`src/rtl/spi_master.sv`:
```
// spi_master: framed SPI master sending {cmd,wr_data} MSB first, with a delayed
// 8-bit readback for read-data frames and an enforced idle gap between frames.
module spi_master #(
    parameter int MISO_DLY = 4,
    parameter int IDLE_GAP = 1
) (
    input  logic       clk,
    input  logic       rst_n,
    input  logic       start,
    input  logic [1:0] cmd,
    input  logic [7:0] wr_data,
    output logic       ready,
    output logic       SS_n,
    output logic       MOSI,
    input  logic       MISO,
    output logic [7:0] rd_data,
    output logic       rd_valid,
    output logic       done
);
    localparam logic [2:0] IDLE    = 3'd0;
    localparam logic [2:0] CMD     = 3'd1;
    localparam logic [2:0] SHIFT   = 3'd2;
    localparam logic [2:0] TAIL    = 3'd3;
    localparam logic [2:0] WAIT_RD = 3'd4;
    localparam logic [2:0] RECV    = 3'd5;
    localparam logic [2:0] GAP     = 3'd6;

    logic [2:0] state, nxt;
    logic [3:0] cnt, lim;
    logic [9:0] word;
    logic [7:0] sh;
    logic       rd, last;

    // lim is the number of cycles spent in the current state
    always_comb begin
        lim  = state == CMD     ? 4'd2 :
               state == SHIFT   ? 4'd10 :
               state == WAIT_RD ? 4'(MISO_DLY) :
               state == RECV    ? 4'd8 :
               state == GAP     ? 4'(IDLE_GAP) : 4'd1;
        last = cnt == lim - 4'd1;
        nxt  = state == IDLE    ? (start ? CMD : IDLE) :
               !last            ? state :
               state == CMD     ? SHIFT :
               state == SHIFT   ? (rd ? WAIT_RD : TAIL) :
               state == WAIT_RD ? RECV :
               state == GAP     ? IDLE : GAP;
    end

    always_ff @(posedge clk or negedge rst_n) begin
        if (!rst_n) begin
            state   <= IDLE;
            cnt     <= 4'd0;
            word    <= 10'd0;
            rd      <= 1'b0;
            sh      <= 8'd0;
            rd_data <= 8'd0;
        end else begin
            state <= nxt;
            cnt   <= last ? 4'd0 : cnt + 4'd1;
            if (state == IDLE && start) begin
                word <= {cmd, wr_data};
                rd   <= &cmd;
            end
            if (state == SHIFT) word <= {word[8:0], 1'b0};
            if (state == RECV) sh <= {sh[6:0], MISO};
            if (state == RECV && last) rd_data <= {sh[6:0], MISO};
        end
    end

    assign ready    = state == IDLE;
    assign SS_n     = state == IDLE || state == GAP;
    assign MOSI     = (state == CMD || state == SHIFT) && word[9];
    assign done     = state == GAP && cnt == 4'd0;
    assign rd_valid = done && rd;
endmodule

```
`config.mk`:
```
export PLATFORM = sky130hd
export DESIGN_NAME = spi_master
export DESIGN_NICKNAME = d
export VERILOG_FILES = /design/src/rtl/spi_master.sv
export SDC_FILE = /design/constraint.sdc
export NUM_CORES = 1
export LEC_CHECK = 0
export BUFFER_PORTS_ARGS = -buffer_cell sky130_fd_sc_hd__clkbuf_2
export CORE_UTILIZATION = 45
export CTS_CLUSTER_SIZE = 30
export DETAILED_ROUTE_END_ITERATION = 16
export PLACE_DENSITY = 0.66
export SKIP_LAST_GASP = 1
export SYNTH_ARGS = -nofsm -noshare
export SYNTH_HDL_FRONTEND = slang
export SYNTH_SLANG_ARGS = --single-unit
```
`constraint.sdc`:
```
create_clock -name clk -period 6.9 [get_ports clk]
set_clock_uncertainty 0.2 [all_clocks]
set_input_delay 0.345 -clock clk [delete_from_list [all_inputs] [get_ports clk]]
set_output_delay 0.345 -clock clk [all_outputs]
set_load 0.01 [all_outputs]
```
After elaboration in Yosys (flattened, before gate mapping)

Cells that the tools add are included.

Flip-flop bits (word level): 33
Bits of input ports: 14
Output and inout bits: 13
Logic and storage cells: 41

Add/sub/neg operators: 2
Equality and inequality tests: 6
Mux-type cells: 15
Reduce and logical (&&, ||, !) cells: 12

Operator list:

| operator            | count |
|---|---|
| $mux 3              | 7 |
| $mux 10             | 2 |
| $mux 4              | 5 |
| $eq 3x3->1 const B  | 3 |
| $logic_and 1x1->1   | 5 |
| $add 4x1->4 const B | 1 |
| $eq 4x4->1          | 1 |
| $logic_not 4->1     | 1 |
| $reduce_bool 2->1   | 2 |
| $sub 4x1->4 const B | 1 |
| $eq 3x1->1 const B  | 1 |
| $eq 3x2->1 const B  | 1 |
| $logic_not 3->1     | 1 |
| $logic_or 1x1->1    | 2 |
| $reduce_and 2->1    | 1 |
| $mux 1              | 1 |

Logic depth before layout (Yosys ltp)

Depth after elaboration: 9
Depth in mapped cells: 9
Depth with buffers taken out: 8

Worst setup path before layout

No wires, ideal clock.

Kind: reg-to-reg
Start: register state[1]
End: register rd_data[0]
Library setup time: 0.125 ns
Arrival time: 2.129 ns
Data required time: 6.575 ns
Setup slack: 4.446 ns
Stages on the path, launching flop included: 10
Buffers on the path: 1
Period minus slack after synthesis: 2.454 ns
Cells stage by stage: dfrtp_1 clkbuf_8 xor2_1 nand2_1 ha_1 xnor2_1 or3_4 a211oi_4 o21ai_2 mux2_2

Word-level cells in the longest chain between the ends: 8
Elaborated cells on any way between the ends: 11
Those cells by class: add/sub: 1; eq/ne: 5; mux: 4; reduce/logical: 1

RTL lines:

| what                     | line   | RTL |
|---|---|---|
| start: declaration       | 28     | `logic [2:0] state, nxt;` |
| start signal: assignment | 59     | `state <= nxt;` |
| $eq 3x3->1               | 39, 67 |  |
| $mux 4                   | 39     | `state == RECV ? 4'd8 :` |
| $mux 4                   | 38     | `state == WAIT_RD ? 4'(MISO_DLY) :` |
| $mux 4                   | 37     | `state == SHIFT ? 4'd10 :` |
| $mux 4                   | 36     | `lim = state == CMD ? 4'd2 :` |
| $sub 4x1->4              | 41     | `last = cnt == lim - 4'd1;` |
| $eq 4x4->1               | 41     |  |
| $logic_and 1x1->1 (*)    | 67     | `if (state == RECV && last) rd_data <= {sh[6:0], MISO};` |
| end signal: assignment   | 67     |  |
| end: declaration         | 16     | `output logic [7:0] rd_data,` |

Every way passes the cells marked *; elsewhere a longest branch is shown, timed or not.
A chain may end at the register's enable or synchronous reset.

Final worst setup path

Ends and elaborated chain as after synthesis.

==> impl_metrics.env <==
export IMPL_power_uw=870
export IMPL_antenna_found_initial=0
export IMPL_clk_pin_slew_ps=100
export IMPL_vdd_ir_drop_max_mv=0.212
export IMPL_gr_max_usage_layer="met2"
export IMPL_multi_input_area_sq_um=681
export IMPL_leakagePower_nw=0.865
export IMPL_dp_cells=206
export IMPL_run_status="finished, final reports clean"
export IMPL_die_y_um=60.8
export IMPL_dp_hpwl_mm=2.00
export IMPL_drv_cap=0
export IMPL_met2_usage=0.267
export IMPL_root_buffer="clkbuf_4"
export IMPL_yosys_warnings=0
export IMPL_setup_tns_ps=0
export IMPL_synth_nets=157
export IMPL_crit_end="rd_data[0]"
export IMPL_fmax_mhz=371
export IMPL_final_common_cell="dfrtp_1"
export IMPL_ant_nets=0
export IMPL_final_nets=187
export IMPL_rows=20
export IMPL_grt_max_degree=34
export IMPL_grt_pass1_vias=1022
export IMPL_htree_levels=2
export IMPL_synth_compound_area_frac=0.0940
export IMPL_drive_gt1_frac=0.310
export IMPL_synthAdderAreaFrac=0.0241
export IMPL_holdWs_ps=34.6
export IMPL_place_congestion=0.799
export IMPL_clockBufferDepth=2
export IMPL_wirelength_mm=2.78
export IMPL_io_buffers=26
export IMPL_grt_remaining_overflow=0
export IMPL_grtUsageMet1=0.217
export IMPL_start_util=0.490
export IMPL_power_density_nw_per_um2=486
export IMPL_drt_iter0_drc=61
export IMPL_synth_top_area_cell="dfrtp_1"
export IMPL_cts_tree="built"
export IMPL_timing_rr_start="state[1]"
export IMPL_path_max_fanout=12
export IMPL_grtUsageTotal=0.176
export IMPL_critPathLaunchType="flip-flop"
export IMPL_setup_worst_path_end_class="flip-flop"
export IMPL_tightest_slew_ps=800
export IMPL_die_area_sq_um=3700
export IMPL_period_needed_ps=2700
export IMPL_slew_violations=0
export IMPL_cp_startpoint="state[1]"
export IMPL_synthMuxAreaShare=0.121
export IMPL_via_per_inst=5.18
export IMPL_synth_cell_types=28
export IMPL_layout_common_cells="33 x dfrtp_1, 26 x clkbuf_2, 21 x nor2_1"
export IMPL_area_growth_pct=14.9
export IMPL_diodes=0
export IMPL_dr_total_vias=1114
export IMPL_crit_type="flip-flop to flip-flop"
export IMPL_relSlewSlack=0.467
export IMPL_synthXorXnorAreaFrac=0.0490
export IMPL_mappedNetlistArea_sq_um=1560
export IMPL_die_width_um=60.8
export IMPL_reg2reg_to="rd_data[0]"
export IMPL_dr_pass1_iters=4
export IMPL_grt_pass1_wl_mm=4.54
export IMPL_yosysSeqAreaShare=0.530
export IMPL_fin_area_sq_um=1790
export IMPL_placed_area_sq_um=1710
export IMPL_coreArea_sq_um=3180
export IMPL_final_hold_violation_count=0
export IMPL_crit_arrival_ps=2720
export IMPL_final_cell_count_no_fill=215
export IMPL_r2r_cells=8
export IMPL_wl_per_cell_um=12.9
export IMPL_synthTopCellsByArea="dfrtp_1 53%, mux2_2 11%, nor2_1 5.1%, o22ai_1 4.0%, and2_1 2.4%"
export IMPL_drc=0
export IMPL_yosysTopAreaCellShare=0.530
export IMPL_rrSetupSlack_ps=4200
export IMPL_cts_buffers=5
export IMPL_io_pins=27
export IMPL_synth_top_family_by_area="simple AND/OR/NAND/NOR gates"
export IMPL_post_route_period_util=0.391
export IMPL_netlist_instances=140
export IMPL_fill_cells=298
export IMPL_clk_latency_ps=330
export IMPL_synth_simple_gate_area_frac=0.149
export IMPL_critPathRequiredTime_ps=6920
export IMPL_syn_area_per_cell_sq_um=11.1
export IMPL_rsz0062_at_grt="no"
export IMPL_clock_sinks=33
export IMPL_use_met3=0.0725
export IMPL_finalSetupViolations=0
export IMPL_hold_path_class="primary input to flip-flop"
export IMPL_seq_area_sq_um=826
export IMPL_ctsResizeCount=0
export IMPL_ys_ff_latch=33
[cell type report]
| class | instances | share of cell area |
|---|---|---|
| clock buffers | 7 | 0.0363 |
| well taps | 44 | 0.0307 |
| inverters | 5 | 0.0105 |
| flip-flops and latches | 33 | 0.461 |
| clock inverters | 1 | 0.00280 |
| repair buffers | 27 | 0.0783 |
| multi-input cells | 98 | 0.380 |
[critical path: stages, from the launching register on]
cell      delay, ps
dfrtp_1         590
xor2_1          210
nand2_1          80
ha_1            200
xnor2_1         170
or3_4           360
a211oi_4        280
o21ai_2         180
mux2_2          310
[cell families (layout without fill, tap and decap cells)]
family                     Yosys count  count (layout)
DFF                                 33              33
xor gates and xnor gates             7               7
and+or+nand+nor                     50              50
muxes                               17              17
AOI/OAI and AO/OA                   21              21
adders and majority gates            3               3
buffers and inverters                9              40
[worst min-delay path by stage]
stage | slack (ps) | depth (start not counted) | to | from
after global routing | 40 | 3 | word[0] | wr_data[0]
final | 30 | 3 | word[0] | wr_data[0]
after CTS | 20 | 3 | word[0] | wr_data[0]
after detailed placement | 270 | 1 | cnt[0] | rst_n
after floorplan | -150 | 0 | cnt[0] | rst_n
after global placement | 270 | 1 | cnt[2] | rst_n
[synth_stat cells (all sizes together)]
master	n
xor2	2
nor2	21
or3	1
a21oi	2
dfrtp	33
clkbuf	3
inv	5
xnor2	4
and3	1
nand4	1
nor2b	3
o211ai	1
and2	6
nand3	3
mux2i	2
nand2	10
o221ai	1
buf	1
o21ai	5
a211oi	1
mux2	15
nor3	4
o2bb2ai	1
o22ai	10
ha	3
xnor3	1
[where the power goes]
group,switching [mW],internal [mW]
Combinational,0.196,0.192
Clock,0.0628,0.0590
Sequential,0.0806,0.279
[registers in the layout (all words and copies together) (netlist names)]
name     count
sh           7
state        3
rd_data      8
cnt          4
word        10
rd           1
[metrics by stage]
stage | utilization | worst slack (ps)
after floorplan | - | 4450
after global placement | 0.538 | 4300
after detailed placement | 0.538 | 4250
after CTS | 0.563 | 4220
after global routing | 0.563 | 4080
final | 0.563 | 4200
[metal layers]
layer	vias to the layer above	wire length [um]
li1	540	-
met1	539	1320
met2	27	1260
met3	8	135
met4	0	59
met5	-	0
[what timing repair did]
item	CTS	global route
endpoints found under the setup margin	0	0
setup buffers	0	0
hold buffers	1	0
endpoints found under the hold margin	33	0
(Power assumes the default switching activity.)
